`config.mk`:
```
export PLATFORM = sky130hd
export DESIGN_NAME = anatool_scan_sequencer_flat
export DESIGN_NICKNAME = d
export VERILOG_FILES = /design/src/rtl/anatool_scan_sequencer_if.sv /design/src/rtl/anatool_scan_sequencer.sv /design/src/flat_wrapper.sv
export SDC_FILE = /design/constraint.sdc
export NUM_CORES = 1
export LEC_CHECK = 0
export CORE_MARGIN = 5
export CORE_UTILIZATION = 63
export DETAILED_ROUTE_END_ITERATION = 10
export PLACE_DENSITY = 0.92
export RECOVER_POWER = 50
export SYNTH_ARGS = -nofsm -noshare
export SYNTH_HDL_FRONTEND = slang
export SYNTH_SLANG_ARGS = --single-unit
```
`constraint.sdc`:
```
create_clock -name clk -period 4.9 [get_ports clk]
set_input_delay 0.49 -clock clk [delete_from_list [all_inputs] [get_ports clk]]
set_output_delay 0.49 -clock clk [all_outputs]
set_load 0.005 [all_outputs]
```
`src/rtl/anatool_scan_sequencer_if.sv`:
```
// Register-port bundle between the TinyQV peripheral bus and the scan sequencer.
// master: CPU side (drives address/strobe/data); slave: sequencer side (returns read data).
interface anatool_scan_sequencer_if;
   logic [3:0] address;
   logic       data_write;
   logic [7:0] data_in;
   logic [7:0] data_out;

   modport master (
      output address,
      output data_write,
      output data_in,
      input  data_out
   );

   modport slave (
      input  address,
      input  data_write,
      input  data_in,
      output data_out
   );
endinterface

```
`src/rtl/anatool_scan_sequencer.sv`:
```
// Round-robin channel scanner for the duty-measurement datapath.
// Steps ch_sel across the set bits of MASK and pulses meas_restart on every switch.
// It drops DISCARD_WIN windows after each switch, then stores that channel's duty byte.
// Optional feature macro: ANATOOL_SCAN_AVG2_EN, which averages two windows per capture.
module anatool_scan_sequencer #(
   parameter int unsigned NUM_CH      = 8,
   parameter int unsigned DISCARD_WIN = 1
) (
   input  logic                            clk,
   input  logic                            rst_n,
   anatool_scan_sequencer_if.slave         bus,
   input  logic                            win_done,
   input  logic [7:0]                      duty_value,
   output logic [2:0]                      ch_sel,
   output logic                            meas_restart
);

   typedef enum logic [1:0] {StIdle, StSelect, StSettle, StCapture} state_e;

`ifdef ANATOOL_SCAN_AVG2_EN
   localparam logic AvgBit = 1'b1;
`else
   localparam logic AvgBit = 1'b0;
`endif

   state_e            state_q;
   logic [7:0]        mask_q;
   logic              cont_q;
   logic              busy_q;
   logic              done_q;
   logic [1:0]        disc_cnt_q;
   logic [NUM_CH-1:0] valid_q;
   logic [7:0]        result_q [NUM_CH];

   logic [NUM_CH-1:0] eff_mask;
   logic [2:0]        lowest_ch;
   logic [2:0]        above_ch;
   logic              have_above;
   logic              ctrl_wr;
   logic              start;
   logic              stop;
   logic              mask_wr;
   logic              done_clr;
   logic              capture_fire;
   logic [7:0]        capture_value;

`ifdef ANATOOL_SCAN_AVG2_EN
   logic [7:0]        first_q;
   logic              have_first_q;
   logic [8:0]        sum9;
`endif

   // Bits at or above NUM_CH never select a channel.
   assign eff_mask = mask_q[NUM_CH-1:0];

   assign ctrl_wr  = bus.data_write && (bus.address == 4'd0);
   assign start    = ctrl_wr && bus.data_in[0];
   assign stop     = ctrl_wr && bus.data_in[2];
   assign mask_wr  = bus.data_write && (bus.address == 4'd1);
   assign done_clr = bus.data_write && (bus.address == 4'd2) && bus.data_in[6];

   // Lowest set mask bit overall, and lowest set mask bit strictly above ch_sel.
   always_comb begin
      lowest_ch  = 3'd0;
      above_ch   = 3'd0;
      have_above = 1'b0;
      for (int i = int'(NUM_CH) - 1; i >= 0; i--) begin
         if (eff_mask[i]) begin
            lowest_ch = 3'(i);
            if (i > int'(ch_sel)) begin
               above_ch   = 3'(i);
               have_above = 1'b1;
            end
         end
      end
   end

   // Decide whether this win_done completes a capture and what value it stores.
`ifdef ANATOOL_SCAN_AVG2_EN
   always_comb begin
      sum9          = {1'b0, first_q} + {1'b0, duty_value} + 9'd1;
      capture_fire  = win_done && have_first_q;
      capture_value = sum9[8:1];
   end
`else
   always_comb begin
      capture_fire  = win_done;
      capture_value = duty_value;
   end
`endif

   // Register read mux; unmapped addresses return zero.
   always_comb begin
      bus.data_out = 8'h00;
      case (bus.address)
         4'd1: bus.data_out = mask_q;
         4'd2: bus.data_out = {busy_q, done_q, cont_q, 1'b0, AvgBit, ch_sel};
         4'd3: bus.data_out = 8'(valid_q);
         default: begin
            if (bus.address[3] && (32'(bus.address[2:0]) < NUM_CH)) begin
               bus.data_out = result_q[bus.address[2:0]];
            end
         end
      endcase
   end

   // Scan FSM with registered outputs, result bank and register writes.
   always_ff @(posedge clk or negedge rst_n) begin
      if (!rst_n) begin
         state_q      <= StIdle;
         ch_sel       <= 3'd0;
         meas_restart <= 1'b0;
         mask_q       <= 8'h00;
         cont_q       <= 1'b0;
         busy_q       <= 1'b0;
         done_q       <= 1'b0;
         disc_cnt_q   <= 2'd0;
         valid_q      <= '0;
         for (int i = 0; i < int'(NUM_CH); i++) begin
            result_q[i] <= 8'h00;
         end
`ifdef ANATOOL_SCAN_AVG2_EN
         first_q      <= 8'h00;
         have_first_q <= 1'b0;
`endif
      end else begin
         if (mask_wr) begin
            mask_q <= bus.data_in;
         end
         if (done_clr) begin
            done_q <= 1'b0;
         end
         // Stop outranks everything, including a same-cycle win_done.
         if (stop) begin
            state_q      <= StIdle;
            busy_q       <= 1'b0;
            meas_restart <= 1'b0;
`ifdef ANATOOL_SCAN_AVG2_EN
            have_first_q <= 1'b0;
`endif
         end else begin
            case (state_q)
               StIdle: begin
                  if (start && (eff_mask != '0)) begin
                     cont_q       <= bus.data_in[1];
                     valid_q      <= '0;
                     done_q       <= 1'b0;
                     busy_q       <= 1'b1;
                     ch_sel       <= lowest_ch;
                     meas_restart <= 1'b1;
                     state_q      <= StSelect;
                  end
               end
               StSelect: begin
                  meas_restart <= 1'b0;
                  disc_cnt_q   <= 2'(DISCARD_WIN);
`ifdef ANATOOL_SCAN_AVG2_EN
                  have_first_q <= 1'b0;
`endif
                  if (DISCARD_WIN > 0) begin
                     state_q <= StSettle;
                  end else begin
                     state_q <= StCapture;
                  end
               end
               StSettle: begin
                  if (win_done) begin
                     disc_cnt_q <= disc_cnt_q - 2'd1;
                     if (disc_cnt_q == 2'd1) begin
                        state_q <= StCapture;
                     end
                  end
               end
               StCapture: begin
`ifdef ANATOOL_SCAN_AVG2_EN
                  if (win_done && !have_first_q) begin
                     first_q      <= duty_value;
                     have_first_q <= 1'b1;
                  end
`endif
                  if (capture_fire) begin
                     result_q[ch_sel] <= capture_value;
                     valid_q[ch_sel]  <= 1'b1;
                     // Mask is sampled here, so a mid-scan MASK write lands at this advance.
                     if ((eff_mask == '0) || (!have_above && !cont_q)) begin
                        done_q  <= 1'b1;
                        busy_q  <= 1'b0;
                        state_q <= StIdle;
                     end else begin
                        ch_sel       <= have_above ? above_ch : lowest_ch;
                        meas_restart <= 1'b1;
                        state_q      <= StSelect;
                     end
                  end
               end
               default: state_q <= StIdle;
            endcase
         end
      end
   end

endmodule
```
`src/flat_wrapper.sv`:
```
// flat-port wrapper written by rule: the top's interface ports become plain ports
module anatool_scan_sequencer_flat 
#(
   parameter int unsigned NUM_CH      = 8,
   parameter int unsigned DISCARD_WIN = 1
)
  (clk, rst_n, win_done, duty_value, ch_sel, meas_restart, bus_address, bus_data_write, bus_data_in, bus_data_out);
  anatool_scan_sequencer_if bus_i ();
  input  logic clk;
  input  logic rst_n;
  input  logic win_done;
  input  logic [7:0] duty_value;
  output logic [2:0] ch_sel;
  output logic meas_restart;
  input wire logic [$bits(bus_i.address)-1:0] bus_address;
  input wire logic [$bits(bus_i.data_write)-1:0] bus_data_write;
  input wire logic [$bits(bus_i.data_in)-1:0] bus_data_in;
  output wire logic [$bits(bus_i.data_out)-1:0] bus_data_out;
  assign bus_i.address = bus_address;
  assign bus_i.data_write = bus_data_write;
  assign bus_i.data_in = bus_data_in;
  assign bus_data_out = bus_i.data_out;
  anatool_scan_sequencer #(.NUM_CH(NUM_CH), .DISCARD_WIN(DISCARD_WIN)) u_core (.clk(clk), .rst_n(rst_n), .bus(bus_i), .win_done(win_done), .duty_value(duty_value), .ch_sel(ch_sel), .meas_restart(meas_restart));
endmodule
```
==> flow_summary.ini, run 1 <==
[run_status]
status = complete, but fails checks
violations = capacitance limit, slew limit

[clock_tree]
clockBufferDepth = 2
insertion_delay_ns = 0.36
cts_resized = 0
cts.clk_slew.worst_paths_ns = 0.09
h-tree-depth = 3
numCtsBuffers = 9
cts_tree = built
clockRootBuffer = clkbuf_8
hold_buffers = 0
cts.sinks = 91
post_cts_buffers = 0

[synth]
synth_top_area_frac = 0.471
synth_top_area_cell = dfrtp_1
ys.warnings.count = 0
ys_types = 54
synth_edf_count = 0
synth_cells = 388
synth-seq-cells = 91
syn_nets = 417
synth-async-reset-ratio = 1.00
yosysSeqAreaShare = 0.471
synth_area_leaders = dfrtp_1 (47%), mux2_2 (16%), mux4_2 (7.5%), mux2_4 (2.5%), nor2_1 (2.3%)
netlist_area_um2 = 4840
synthFlopType = dfrtp_1
avgSynthCellArea_um2 = 12.5

[floorplanning]
rows = 32
die_h_um = 97.6
io_pins = 36
core_area_um2 = 7610
start_util = 0.636
fp.dieArea_um2 = 9530
die_width_um = 97.6

[drt]
first_pass_iters = 4
ant_nets = 0
postRouteWirelength_mm = 11.1
vias_per_cell = 6.51
vias = 3422
first_iter_violations = 265
wl_per_cell_um = 21.1
drc = 0

[grt]
grt-ovfl-total = 0
grt_use_met3 = 0.0625
use_met2 = 0.378
grt_pass1_vias = 3561
met1_usage = 0.326
grt_pass1_wl_mm = 18.5
grt_max_degree = 92
top_usage_layer = met2
grtUsageTotal = 0.243
grt_antenna_before_repair = 0

[finish]
final_area_um2 = 5440
syn_to_final_growth_pct = 12.5
nets = 448
fillers = 533
post_route_cells_drive_above_1_share = 0.309
multi_input_area_um2 = 2410
regArea_um2 = 2280
antenna_cells = 0

[timing]
rsz0062_at_grt = false
worst_slew_pin_slew_ns = 2.17
fmax_mhz = 268
clock_skew_ns = 0.00588
finalMaxSlewViolations = 92
fin_tns_setup_ns = 0
finalHoldViolations = 0
hold_slack_ns = 0.500
maxSlewHeadroom = -0.445
fin_crit_sh = 0.761
setup_violations = 0
timing.final.crit_period_ns = 3.73

[placement]
gp_congestion = 0.892
dpl-instance-area_um2 = 5240
port-buffer-count = 35
dp_hpwl_mm = 7.53

[worst_hold_path]
worstHoldStart = u_core.result_q[61]
hp-class = flip-flop to flip-flop

[setup_path]
worstSetupStartpoint = bus_address[0]
startpoint_type = input port
cp.arrival_ns = 3.24
cp-end-kind = output pin
timing.rr.start = u_core.ch_sel[2]
critical_path_class = input port to output pin
required_ns = 4.41
crit_fanout = 15

[power_and_ir_drop]
power_density_nw_per_um2 = 541
ir_worst_vdd_mv = 0.258
power_leakage_nw = 2.35

[flow_run]
maxCapViolations = 1
report_power, final:
part	internal (mW)	total, mW	switching (mW)	leakage (nW)
logic	0.607	1.10	0.493	1.09
clock network	0.253	0.525	0.272	0.100
registers	1.05	1.32	0.265	1.16
total	1.91	2.94	1.03	2.35
flip-flops by register name (all words and copies together), names as in the netlist:
| signal | count |
|---|---|
| u_core.done_q | 1 |
| u_core.busy_q | 1 |
| u_core.valid_q | 8 |
| u_core.eff_mask | 8 |
| u_core.result_q | 64 |
| u_core.state_q | 2 |
| u_core.disc_cnt_q | 2 |
| u_core.ch_sel | 3 |
| u_core.meas_restart | 1 |
| u_core.cont_q | 1 |
worst max-delay path, cell delays in order:
cell and delay [ns]:
dlygate4sd3_1 1.07, buf_4 0.32, mux2_2 0.36, a22oi_1 0.17, nor2_1 0.07, a21oi_1 0.14
o21ai_0 0.13, clkdlybuf4s50_1 0.48
synth_stat cells, types with 3 or more instances:
cell / n
dfrtp_1: 91
mux2_2: 68
nor2_1: 29
a21oi_1: 20
o21ai_0: 17
mux4_2: 16
clkbuf_1: 11
nand3_1: 11
nand2_1: 9
inv_1: 8
mux2_1: 8
mux2_4: 8
a22oi_1: 7
nand2b_1: 6
ha_1: 5
nor2b_1: 5
a31oi_1: 4
buf_2: 4
buf_6: 4
nor3_1: 4
a221oi_1: 3
nor3_2: 3
o2111ai_1: 3
final cells by class:
type / count / area share
multi-input cells: 268 / 0.444
flip-flops and latches: 91 / 0.418
repair buffers: 41 / 0.0717
clock buffers: 11 / 0.0260
well taps: 102 / 0.0235
clock inverters: 5 / 0.0110
inverters: 8 / 0.00552
layout by cell type (no fill, tap or decap), drive strengths merged, types with 3 or more instances in the layout:
cell / count
a22oi: 7
mux2: 84
clkbuf: 12
ha: 5
nor2: 30
nand2: 9
a221oi: 3
a31oi: 5
inv: 10
o2111ai: 3
dlygate4sd3: 4
nand2b: 6
nor3: 8
clkdlybuf4s50: 30
dfrtp: 91
mux4: 16
a21oi: 20
o21ai: 17
buf: 6
nand3: 13
nor2b: 5
metal layers:
layer	wire length [um]	share of wire
met5	0	0
met4	340	0.031
met3	728	0.066
met2	5350	0.48
met1	4670	0.42
stage by stage:
stage / cells / power, mW / setup slack, ns / utilization
global placement: 510 / 2.34 / 1.32 / 0.689
finish: 526 / 2.94 / 1.17 / 0.715
global route: 526 / 3.12 / 0.973 / 0.715
detailed placement: 510 / 2.40 / 1.24 / 0.689
floorplan: 388 / 2.07 / 2.60 / -
CTS: 526 / 2.94 / 1.22 / 0.716
path summary, 6_finish.rpt:
kind / end / slack [ns] / cells after the start
setup / recovery: bus_data_out[2] / 1.17 / 8
hold / removal: u_core.result_q[61] / 0.50 / 1
setup reg to reg: u_core.ch_sel[2] / 2.19 / 6
hold reg to reg: u_core.result_q[61] / 0.50 / 1
max in group asynchronous: u_core.state_q[1] / 2.88 / 1
min in group asynchronous: u_core.result_q[53] / 0.76 / 1
cells by family (layout without fill, tap and decap cells):
group | after synthesis | after routing | synth area share
AO/OA/AOI/OAI | 75 | 75 | 0.108
adder cells (fa/ha/maj) | 5 | 5 | 0.0129
multiplexers | 102 | 102 | 0.280
AND/OR/NAND/NOR | 86 | 86 | 0.0978
buffers and inverters | 29 | 65 | 0.0298
flip-flops | 91 | 91 | 0.471
(Power assumes the default switching activity.)
==> run 2: changes to the inputs <==
--- a/config.mk
+++ b/config.mk
@@ -6,9 +6,9 @@
 export NUM_CORES = 1
 export LEC_CHECK = 0
 export CORE_MARGIN = 5
-export CORE_UTILIZATION = 63
+export CORE_UTILIZATION = 53
 export DETAILED_ROUTE_END_ITERATION = 10
-export PLACE_DENSITY = 0.92
+export PLACE_DENSITY = 0.83
 export RECOVER_POWER = 50
 export SYNTH_ARGS = -nofsm -noshare
 export SYNTH_HDL_FRONTEND = slang
==> constraint.sdc (replaced) <==
create_clock -name clk -period 3 [get_ports clk]
set_input_delay 0.3 -clock clk [delete_from_list [all_inputs] [get_ports clk]]
set_output_delay 0.3 -clock clk [all_outputs]
set_load 0.005 [all_outputs]
==> run 2 against run 1 <==
  * The run now ends clean
  * Cell count grew 3.6%
  * Sequential cell count is the same
  * Sequential power grew 60%
  * Largest cell class unchanged
  * Worst hold slack lost 0.0015 ns
==> flow_summary.ini, run 2 (synthesis results as in run 1) <==
[finish]
final_area_um2 = 5590
antenna_cells = 0
syn_to_final_growth_pct = 15.6
post_route_cells_drive_above_1_share = 0.325
final_common_cell = dfrtp_1
largest_reg_flops = 64
fillers = 656
nets = 461
mostFrequentLayoutCells = dfrtp_1 (91), mux2_2 (68), clkdlybuf4s50_1 (31)
largest-register = u_core.result_q

[flow_run]
maxCapViolations = 0

[clock_tree]
cts.sinks = 91
clockBufferDepth = 2
insertion_delay_ns = 0.36
cts_tree = built
post_cts_buffers = 0
cts_resized = 0
h-tree-depth = 3
hold_buffers = 1
numCtsBuffers = 9
cts.clk_slew.worst_paths_ns = 0.10
clockRootBuffer = clkbuf_8

[power_and_ir_drop]
power_frac_clock = 0.190
power_leakage_nw = 2.43
power_switching_mw = 1.68
p_seq_frac = 0.430
power_density_nw_per_um2 = 877
switching_share = 0.342
combPwrFrac = 0.379
intPower_mw = 3.22
ir_worst_vdd_mv = 0.442

[setup_path]
max_stage_delay_ns = 0.66
path_buf_inv = 2
cp.arrival_ns = 2.55
timing.rr.start = u_core.ch_sel[1]
required_ns = 2.70
startpoint_type = input port
cpMostUsedCell = clkdlybuf4s50_1
critical_path_class = input port to output pin
cp-end-kind = output pin
worstSetupStartpoint = bus_address[0]
crit_fanout = 5
slowest_stage = clkdlybuf4s50_1
crit_family = buffers and inverters
path_cells = clkdlybuf4s50_1 > nor2b_1 > a22oi_1 > nor2_1 > a21oi_1 > o21ai_0 > clkdlybuf4s50_1

[run_status]
status = finished, final reports clean

[timing]
fin_crit_sh = 0.950
maxSlewHeadroom = 0.136
worst_slew_pin_slew_ns = 1.30
finalHoldViolations = 0
rsz0062_at_grt = false
fmax_mhz = 351
setup_violations = 0
finalMaxSlewViolations = 0
timing.final.crit_period_ns = 2.85
worst_slack_ns = 0.149
fin_tns_setup_ns = 0
clock_skew_ns = 0.0170

[floorplanning]
io_pins = 36
rows = 34
fp.dieArea_um2 = 11100
core_area_um2 = 8810
start_util = 0.549
die_width_um = 106
die_h_um = 106

[placement]
place_ws_ns = 0.149
gp_congestion = 0.932
dp_hpwl_mm = 8.06
dpl-instance-area_um2 = 5370
port-buffer-count = 35

[drt]
ant_nets = 0
wl_per_cell_um = 20.7
vias_per_cell = 6.30
first_pass_iters = 6
first_iter_violations = 225
vias = 3434
postRouteWirelength_mm = 11.3
drc = 0

[grt]
grtUsageTotal = 0.214
grt-ovfl-total = 0
grt_pass1_wl_mm = 18.9
grt_pass1_vias = 3520
grt_antenna_before_repair = 0
grt_max_degree = 53

[worst_hold_path]
hp-class = flip-flop to flip-flop
worstHoldStart = u_core.result_q[60]
[run 2: cell count changes in the layout (fill, tap and decap cells not counted)]
cell,change
clkinv_2,-1
clkdlybuf4s50_1,+1
clkbuf_8,-1
clkbuf_2,+1
bufinv_16,+1
buf_12,+2
buf_4,+8
clkinvlp_4,-1
clkbuf_1,+1
clkinv_4,+2
[run 2: power by group through the flow]
stage	registers, mW	logic (mW)	clock network [mW]
after CTS	2.10	1.87	0.951
after global placement	2.08	1.80	0
after global routing	2.16	2.05	1.01
final	2.11	1.86	0.933
after detailed placement	2.12	1.85	0
after floorplan	1.94	1.45	0
[run 2: metal layers]
metal / global-route usage / share of wire / up-vias
met2: 0.360 / 0.51 / 103
li1: - / - / 1543
met5: 0 / 0 / -
met3: 0.0403 / 0.049 / 18
met1: 0.284 / 0.42 / 1770
met4: 0.0629 / 0.018 / 0
[run 2: metrics by stage]
stage               power (mW)  hold WS [ns]  utilization  instances
floorplan                 3.39       0.00441            -        388
global placement          3.88         0.374        0.609        528
detailed placement        3.97         0.385        0.609        528
CTS                       4.91         0.497        0.636        545
global route              5.22         0.510        0.635        545
finish                    4.90         0.499        0.635        545
[run 2: worst paths after layout]
| path | end | cells after the start | slack [ns] |
|---|---|---|---|
| setup / recovery | bus_data_out[2] | 7 | 0.15 |
| hold / removal | u_core.result_q[60] | 1 | 0.50 |
| setup reg to reg | u_core.ch_sel[0] | 6 | 0.61 |
| hold reg to reg | u_core.result_q[60] | 1 | 0.50 |
| max in group asynchronous | u_core.result_q[54] | 3 | 0.75 |
| min in group asynchronous | u_core.result_q[27] | 2 | 0.75 |
[run 2: cell type report]
| type | instances | area, um^2 | area share |
|---|---|---|---|
| Timing Repair Buffer | 54 | 509 | 0.0911 |
| Multi-Input combinational cell | 268 | 2410 | 0.432 |
| Clock buffer | 10 | 128 | 0.0228 |
| Clock inverter | 6 | 95.1 | 0.0170 |
| Inverter | 8 | 30.0 | 0.00537 |
| Sequential cell | 91 | 2280 | 0.407 |
| Tap cell | 108 | 135 | 0.0242 |
==> run 3: changes to the inputs <==
--- a/config.mk
+++ b/config.mk
@@ -10,6 +10,7 @@
 export DETAILED_ROUTE_END_ITERATION = 10
 export PLACE_DENSITY = 0.83
 export RECOVER_POWER = 50
+export SETUP_SLACK_MARGIN = 0.3
 export SYNTH_ARGS = -nofsm -noshare
 export SYNTH_HDL_FRONTEND = slang
 export SYNTH_SLANG_ARGS = --single-unit
==> run 3 against run 2 <==
  * Sequential power hardly changed
  * First-iteration DRC count is 6.7% lower
  * Sequential share of layout area hardly changed
  * Clock power hardly changed
  * Clock skew is 0.0013 ns lower
  * Maximum frequency is 10% higher
  * Cell count stayed put
  * Count of clock-buffer cells in the layout stayed put
  * Register-to-register slack better by 0.09 ns
  * Utilization hardly changed
  * Critical path depth is 1 lower
  * Largest cell class unchanged
  * Highest routed layer unchanged
==> flow_summary.ini, run 3 (synthesis results as in run 1) <==
[run_status]
status = finished, final reports clean

[grt]
grt_antenna_before_repair = 0
grt_pass1_wl_mm = 18.9
grt_max_degree = 53
grt-ovfl-total = 0
grt_pass1_vias = 3529
grtUsageTotal = 0.214

[finish]
syn_to_final_growth_pct = 15.5
largest-register = u_core.result_q
regArea_um2 = 2280
antenna_cells = 0
final_area_um2 = 5590
post_route_cells_drive_above_1_share = 0.327
final_common_cell = dfrtp_1
nets = 461
mostFrequentLayoutCells = dfrtp_1 (90), mux2_2 (68), clkdlybuf4s50_1 (30)
largest_reg_flops = 64
multi_input_area_um2 = 2410
fillers = 659

[drt]
postRouteWirelength_mm = 11.3
first_pass_iters = 5
vias = 3431
first_iter_violations = 210
vias_per_cell = 6.30
drc = 0
ant_nets = 0
wl_per_cell_um = 20.7

[floorplanning]
rows = 34
fp.dieArea_um2 = 11100
io_pins = 36
die_h_um = 106
core_area_um2 = 8810
start_util = 0.549
die_width_um = 106

[setup_path]
slowest_stage = dfrtp_1
r2r_slack_ns = 0.70
required_ns = 2.70
max_stage_delay_ns = 0.56
crit_fanout = 15
startpoint_type = flip-flop
critical_path_class = flip-flop to output pin
timing.rr.start = u_core.ch_sel[0]
r2r_end = u_core.ch_sel[0]
cp-end-kind = output pin
rr_worst_depth = 6
path_cells = mux2_2 > a22oi_1 > nor2_1 > a21oi_1 > o21ai_0 > clkdlybuf4s50_1
cp.arrival_ns = 2.28

[power_and_ir_drop]
power_frac_clock = 0.191
power_leakage_nw = 2.43
switching_share = 0.342
combPwrFrac = 0.378
power_switching_mw = 1.68
p_seq_frac = 0.431
power_density_nw_per_um2 = 878
ir_worst_vdd_mv = 0.442
intPower_mw = 3.23

[placement]
dpl-instance-area_um2 = 5370
dp_hpwl_mm = 8.06
place_ws_ns = 0.149
port-buffer-count = 35
gp_congestion = 0.932

[timing]
finalHoldViolations = 0
finalMaxSlewViolations = 0
worst_slew_pin_slew_ns = 1.29
worst_slack_ns = 0.416
setup_violations = 0
rsz0062_at_grt = false
fin_crit_sh = 0.861
fmax_mhz = 387
maxSlewHeadroom = 0.139
timing.final.crit_period_ns = 2.58
clock_skew_ns = 0.0156
fin_tns_setup_ns = 0

[clock_tree]
numCtsBuffers = 9
cts_tree = built
insertion_delay_ns = 0.36
clockRootBuffer = clkbuf_8
clockBufferDepth = 2
cts.clk_slew.worst_paths_ns = 0.10
cts.sinks = 91
h-tree-depth = 3

[worst_hold_path]
worstHoldStart = u_core.result_q[60]
hold_end = u_core.result_q[60]
hold_depth = 1
hp-class = flip-flop to flip-flop

[flow_run]
maxCapViolations = 0
==> run 3: worst max path at each step <==
stage	from	end	slack (ns)	cells after the start
after floorplan	bus_address[0]	u_core.ch_sel[0]	0.95	6
after global placement	bus_address[0]	bus_data_out[3]	0.18	6
after detailed placement	bus_address[0]	bus_data_out[6]	0.15	8
after CTS	u_core.ch_sel[0]	bus_data_out[0]	0.40	6
after global routing	u_core.ch_sel[0]	bus_data_out[0]	0.25	6
final	u_core.ch_sel[0]	bus_data_out[0]	0.42	6
==> run 3: power by group through the flow <==
stage | registers, mW | clock network [mW] | logic, mW
after floorplan | 1.94 | 0 | 1.45
after global placement | 2.08 | 0 | 1.80
after detailed placement | 2.12 | 0 | 1.85
after CTS | 2.10 | 0.951 | 1.87
after global routing | 2.16 | 1.01 | 2.05
final | 2.11 | 0.936 | 1.85
==> run 3: repair_timing <==
action | CTS | global route
gates resized for setup | 6 | 1
setup buffers | 0 | 0
setup endpoints to repair | 8 | 1
endpoints found under the hold margin | 30 | 0
hold buffers | 1 | 0
==> run 3: layer usage <==
layer  vias up  track usage  part of all wire
li1       1549            -                 -
met4         0       0.0648             0.019
met3        19       0.0403             0.051
met2       111        0.359              0.51
met1      1752        0.284              0.42
met5         -            0                 0
==> run 3: critical path, delay by kind of cell, from the launching register on <==
| family | cells | cell delay, ns |
|---|---|---|
| muxes | 1 | 0.34 |
| and+or+nand+nor | 1 | 0.07 |
| AOI/OAI and AO/OA | 3 | 0.50 |
| DFF | 1 | 0.56 |
| buffers and inverters | 1 | 0.45 |
==> run 3: final cells by class <==
cell class,count,area share
clock buffer,10,0.0228
clock inverter,6,0.0170
inverter,8,0.00538
multi-input combinational,268,0.431
sequential,91,0.408
tap,108,0.0242
timing repair buffer,54,0.0920
==> run 3: stage by stage <==
stage	power, mW	instances	utilization	hold slack, ns
after CTS	4.91	545	0.637	0.497
after detailed placement	3.97	528	0.609	0.385
after global placement	3.88	528	0.609	0.374
after global routing	5.22	545	0.634	0.510
after floorplan	3.39	388	-	0.00441
final	4.90	545	0.634	0.499
